[config.mk]
export PLATFORM = sky130hd
export DESIGN_NAME = led_sequencer
export DESIGN_NICKNAME = d
export VERILOG_FILES = /design/src/rtl/led_sequencer.sv
export SDC_FILE = /design/constraint.sdc
export NUM_CORES = 1
export LEC_CHECK = 0
export BUFFER_PORTS_ARGS = -buffer_cell sky130_fd_sc_hd__buf_2
export CORE_ASPECT_RATIO = 0.8
export CORE_MARGIN = 3
export CORE_UTILIZATION = 50
export DETAILED_ROUTE_END_ITERATION = 8
export MAX_ROUTING_LAYER = met4
export PLACE_DENSITY = 0.68
export REMOVE_ABC_BUFFERS = 1
export SLEW_MARGIN = 5
export SYNTH_ARGS = -nofsm -noshare
export SYNTH_HDL_FRONTEND = slang
export SYNTH_SLANG_ARGS = --single-unit
export TNS_END_PERCENT = 100
[constraint.sdc]
create_clock -name clock -period 3.6 [get_ports clock]
set_input_delay 0.18 -clock clock [delete_from_list [all_inputs] [get_ports clock]]
set_output_delay 0.18 -clock clock [all_outputs]
set_load 0.02 [all_outputs]
[src/rtl/led_sequencer.sv]
// rtl/led_sequencer.sv - prescaled LED pattern sequencer (off / shift / flash / ping-pong)
module led_sequencer #(
   parameter int NB_LEDS    = 4,
   parameter int NB_COUNTER = 32,
   parameter int LIMIT_R0   = 2**20,
   parameter int LIMIT_R1   = 2**21,
   parameter int LIMIT_R2   = 2**22,
   parameter int LIMIT_R3   = 2**23
) (
   input  logic               clock,
   input  logic               i_reset,
   input  logic               i_enable,
   input  logic [1:0]         i_speed,
   input  logic               i_dir,
   input  logic [1:0]         i_mode,
   input  logic               i_load,
   output logic [NB_LEDS-1:0] o_led,
   output logic [1:0]         o_mode,
   output logic               o_tick
);

   typedef enum logic [1:0] {
      ST_OFF      = 2'b00,
      ST_SHIFT    = 2'b01,
      ST_FLASH    = 2'b10,
      ST_PINGPONG = 2'b11
   } state_t;

   state_t                state;
   logic [NB_COUNTER-1:0] counter;
   logic [NB_COUNTER-1:0] limit;
   logic [NB_LEDS-1:0]    led;
   logic [NB_LEDS-1:0]    next_led;
   logic [NB_LEDS-1:0]    entry_led;
   logic                  pp_dir;
   logic                  next_pp_dir;
   logic                  tick;
   logic                  step;

   always_comb begin
      limit = NB_COUNTER'(LIMIT_R0);
      case (i_speed)
         2'd0:    limit = NB_COUNTER'(LIMIT_R0);
         2'd1:    limit = NB_COUNTER'(LIMIT_R1);
         2'd2:    limit = NB_COUNTER'(LIMIT_R2);
         default: limit = NB_COUNTER'(LIMIT_R3);
      endcase
   end

   // ">=" rather than "==" so a switch to a faster speed steps at once instead of wrapping
   assign step = i_enable && (counter >= limit - NB_COUNTER'(1));

   always_comb begin
      next_led    = led;
      next_pp_dir = pp_dir;
      case (state)
         ST_OFF:   next_led = '0;
         ST_SHIFT: next_led = i_dir ? {led[0], led[NB_LEDS-1:1]}
                                    : {led[NB_LEDS-2:0], led[NB_LEDS-1]};
         ST_FLASH: next_led = ~led;
         default: begin
            // pp_dir 0 walks toward MSB; flip as the lit bit lands on an end
            if (!pp_dir) begin
               next_led = led << 1;
               if (led[NB_LEDS-2]) next_pp_dir = 1'b1;
            end else begin
               next_led = led >> 1;
               if (led[1]) next_pp_dir = 1'b0;
            end
         end
      endcase
   end

   always_comb begin
      entry_led = '0;
      case (i_mode)
         2'b00:   entry_led = '0;
         2'b10:   entry_led = '1;
         default: entry_led = NB_LEDS'(1);
      endcase
   end

   always_ff @(posedge clock) begin
      if (!i_reset) begin
         state   <= ST_OFF;
         counter <= '0;
         led     <= '0;
         pp_dir  <= 1'b0;
         tick    <= 1'b0;
      end else if (i_load) begin
         state   <= state_t'(i_mode);
         counter <= '0;
         led     <= entry_led;
         pp_dir  <= 1'b0;
         tick    <= 1'b0;
      end else begin
         tick <= 1'b0;
         if (step) begin
            counter <= '0;
            led     <= next_led;
            pp_dir  <= next_pp_dir;
            tick    <= 1'b1;
         end else if (i_enable) begin
            counter <= counter + NB_COUNTER'(1);
         end
      end
   end

   assign o_led  = led;
   assign o_mode = state;
   assign o_tick = tick;

endmodule

**Word-level counts from Yosys, hierarchy flattened**

Index checks and enable logic that the tools add are counted.

- Memories: 0
- ROM bits: 0
- RAM bits: 0
- Bits in latches: 0
- Bits in registers: 40

- Div/mod/pow operators: 0
- Magnitude comparators: 1
- Reduce and logical (&&, ||, !) cells: 9
- Bitwise logic cells: 3
- Shifts and indexed selects: 0
- Equality and inequality tests: 5
- Add/sub/neg operators: 2
- Mux-type cells: 11
- Multipliers: 0

Operator list:

| operator | number |
|---|---|
| $pmux W24 S3 | 1 |
| $add A32 B1 Y32 const B | 1 |
| $ge A32 B32 Y1 | 1 |
| $sub A32 B1 Y32 const B | 1 |
| $mux W4 | 4 |
| $pmux W4 S3 | 1 |
| $pmux W4 S2 | 1 |
| $eq A2 B2 Y1 const B | 3 |
| $logic_not A2 Y1 | 3 |
| $reduce_or A3 Y1 | 2 |
| $eq A2 B1 Y1 const B | 2 |
| $mux W1 | 4 |
| $not A4 Y4 | 1 |
| $not A1 Y1 | 2 |
| $reduce_and A2 Y1 | 1 |
| $reduce_bool A2 Y1 | 1 |
| $reduce_or A2 Y1 | 1 |
| $logic_and A1 B1 Y1 | 1 |

**Depth between registers and ports, before layout**

- Word-level depth: 7
- Mapped depth: 8

**Worst setup path after synthesis**

OpenSTA, ideal clock, no wires.

- Kind: register to register
- Start point: register state[1], in the netlist o_mode[1]
- End point: register led[1], in the netlist o_led[1]
- Setup slack: 1.866 ns
- Required time: 3.474 ns
- Arrival time: 1.608 ns
- Clock period less this slack: 1.734 ns
- Cell stages (with the launch flop): 7
- Cells stage by stage: dfxtp_1 > buf_2 > mux2i_1 > mux2_2 > a211o_1 > nand2_1 > mux2i_1

- Word-level cells in the longest chain between the ends: 4
- Elaborated cells on any way between the ends: 6
- Those cells by class: 2 x eq/ne; 3 x mux; 1 x reduce/logical

Ends and longest elaborated chain:

| element | RTL line | text |
|---|---|---|
| start: declaration | 29 | `state_t state;` |
| start signal: assignment | 91 | `state <= state_t'(i_mode);` |
| $eq A2 B2 Y1, or another cell as far along | 56 | `case (state)` |
| $pmux W4 S3 * | 56 |  |
| $mux W4 * | 98 | `if (step) begin` |
| $mux W4 * | 90 | `end else if (i_load) begin` |
| end signal: assignment | 93 | `led <= entry_led;` |
| end signal: assignment | 100 | `led <= next_led;` |
| end: declaration | 32 | `logic [NB_LEDS-1:0] led;` |

Every way passes the cells marked *; elsewhere a longest branch is shown, timed or not. The select of a mux whose other input is x is not followed.
A chain may end at the register's enable or synchronous reset.

**Worst setup path after layout**

- Start point: register counter[0]
- End point: register counter[4]

- Word-level cells in the longest chain between the ends: 3
- Elaborated cells on any way between the ends: 4
- Those cells by class: 1 x add/sub; 1 x order compare; 2 x reduce/logical

Ends and longest elaborated chain:

| element | RTL line | text |
|---|---|---|
| start: declaration | 30 | `logic [NB_COUNTER-1:0] counter;` |
| start signal: assignment | 104 | `counter <= counter + NB_COUNTER'(1);` |
| $ge A32 B32 Y1 | 51 | `assign step = i_enable && (counter >= limit - NB_COUNTER'(1));` |
| $logic_and A1 B1 Y1 | 51 |  |
| $reduce_or A3 Y1 (no source line) | n/a |  |

Parallel ways exist; a longest one is shown, timed or not.

==> metrics.cfg <==
[sta]
fin_crit_ps = 2240
tns_ps = 0
timing_worst_slew_pin_value_ps = 561
fin_crit_sh_pct = 62.3
maxSlewViolCount = 0
fin_ws_ps = 1360
rsz0062_at_grt = no
hold_viol = 0
setup_viol = 0
finalHoldWorstSlack_ps = 177
slew-limit-headroom_pct = 62.3
fmax_ghz = 0.446
fin_skew_ps = 8.49

[setup_path]
crit_path_end_kind = flip-flop
reg2reg_slack_ps = 1360
arrival_ps = 2420
r2r_end = counter[4]
rr_worst_depth = 7
cp.required_ps = 3780
path_class = flip-flop to flip-flop
startpoint_type = flip-flop
crit_start = counter[0]
crit_path_end = counter[4]
cp_max_fo = 24
rr_startpoint = counter[0]

[die]
rows = 20
coreArea_mm2 = 0.00393
dieArea_mm2 = 0.00507
io-pin-count = 16
initial_core_util_pct = 54.1
die_x_um = 78.9
fp.dieH_um = 64.3

[final_layout]
finish.net_count = 278
fin_area_mm2 = 0.00233
area_delta_synth_final_pct = 9.48
drive_gt1_share_pct = 13.6
layout.cells.non_filler = 320
utilization_pct = 59.2
num_antenna_cells = 0

[logic_synthesis]
ys_async_sr_fraction_pct = 0
synth.cell_area_mm2 = 0.00212
synth_area_leaders = dfxtp_1 (38%), nor2_1 (6.7%), xor2_1 (6.2%)
ys.flop_type = dfxtp_1
synth_edf_count = 0
yosys_warnings = 0
synth_top_cell_by_area = dfxtp_1
netlist_instances = 250
synth.most_common_cell = dfxtp_1
synth_top_area_share_pct = 37.7
ys_ff_latch = 40
yosys-top-cells-count = dfxtp_1 (40), nor2_1 (38), nand3_1 (22)
syn-mean-instance-area_um2 = 8.50
ys_seq_area_share_pct = 37.7
ys_types = 46

[grt]
grt_pass1_wl_um = 7090
antenna_found_initial = 0
grt_pass1_vias = 1530
gr-usage-all-layers_pct = 18.2
grt_start_max_net_pins = 25
gr-total-overflow = 0

[pwr]
pwr-share-clk_pct = 37.5
p_leak_nw = 0.851
swShare_pct = 23.9
power.net_switching_mw = 0.196
power_mw = 0.820
p_comb_share_pct = 6.9
p_int_mw = 0.624
cellPowerDensity_mw_per_mm2 = 353
ir_drop_v = 0.000275
seqPwrFrac_pct = 55.6

[placed_design]
gp_congestion = 0.820
place_inst = 312
dpl-instance-area_mm2 = 0.00223
portBuffers = 15
dpl.hpwl_um = 2940
place_ws_ps = 1360

[clock_tree]
cts_tree = done
insertion_delay_ps = 300
clkTransAtPathRegs_ps = 70
ctsResizeCount = 0
clockBufferDepth = 2
numClockSinks = 40
cts-hold-fix-buffers = 0
post-cts-setup-buffer-count = 0
h-tree-depth = 2
cts_root_buf = clkbuf_8
numCtsBuffers = 5

[route]
num_vias = 1735
drt_wl_total_um = 4100
postRouteAntennaNets = 0
dr.pass1.iters = 4
drc_errors = 0
initialDrtViolationCount = 113
viasPerCell = 5.42
wl_per_cell_um = 12.8

[hold_path]
hold_path.class = input port to flip-flop
hold_depth = 3

[flow_run]
cap_violations = 0

[status]
status = complete, no violations

==> power groups by stage <==
stage / registers, mW / clock network (mW) / logic (mW)
floorplan: 0.470 / 0 / 0.0303
global placement: 0.466 / 0 / 0.0562
detailed placement: 0.467 / 0 / 0.0560
CTS: 0.456 / 0.318 / 0.0565
global route: 0.458 / 0.339 / 0.0623
finish: 0.456 / 0.308 / 0.0562
==> per-layer routing <==
metal | part of all wire, % | global-route usage [%] | up-vias
met4 | 1.9 | 7.73 | 0
met1 | 51 | 25.8 | 804
li1 | - | - | 899
met3 | 4.1 | 4.23 | 8
met5 | 0 | - | -
met2 | 43 | 24.7 | 24
==> worst max-delay path: stages, from the launching register on <==
cell      delay, ps
dfxtp_1         370
ha_1            300
nand4_1         220
nor3_1          240
nand4b_1        220
nand3_1         340
buf_4           340
nor2_1           90
==> sequential cells by signal, summed over array words and instances (netlist names) <==
register  count
o_mode        2
o_tick        1
counter      32
pp_dir        1
o_led         4
==> worst min-delay path by stage <==
stage	start	endpoint	slack (ps)
after floorplan	i_reset	o_mode[0]	310
after global placement	i_mode[0]	o_mode[0]	470
after detailed placement	i_mode[0]	o_mode[0]	480
after CTS	i_mode[1]	o_mode[1]	170
after global routing	i_mode[1]	o_mode[1]	210
final	i_mode[1]	o_mode[1]	180
==> final cells by class <==
type | instances | area, µm²
clock buffers | 6 | 82.6
clock inverters | 2 | 10.0
fillers | 385 | 1600
inverters | 9 | 33.8
multi-input cells | 192 | 1250
flip-flops and latches | 40 | 801
well taps | 55 | 68.8
repair buffers | 16 | 82.6
==> cells in the final DEF, fill, tap and decap left out, types with 5 or more instances in the layout <==
master,netlist,layout
buf_2,4,15
nor2b_1,5,5
ha_1,5,5
nor2_1,38,38
xor2_1,15,15
nand2_1,21,21
clkbuf_8,0,6
dfxtp_1,40,40
inv_1,9,9
mux2i_1,8,8
nor4_1,5,5
xnor2_1,12,12
nand3_1,22,22
nand4_1,11,11
==> cell families after synthesis <==
kind of cell             Yosys count  synth area share, %
multiplexers                      10                 4.83
XOR/XNOR                          27                 11.1
other                              1                0.177
AO/OA/AOI/OAI                     21                 7.60
adder cells (fa/ha/maj)            5                 2.94
AND/OR/NAND/NOR                  128                 32.0
flip-flops                        40                 37.7
buffers and inverters             18                 3.59
Note: power is estimated with default switching activity, not from simulation.
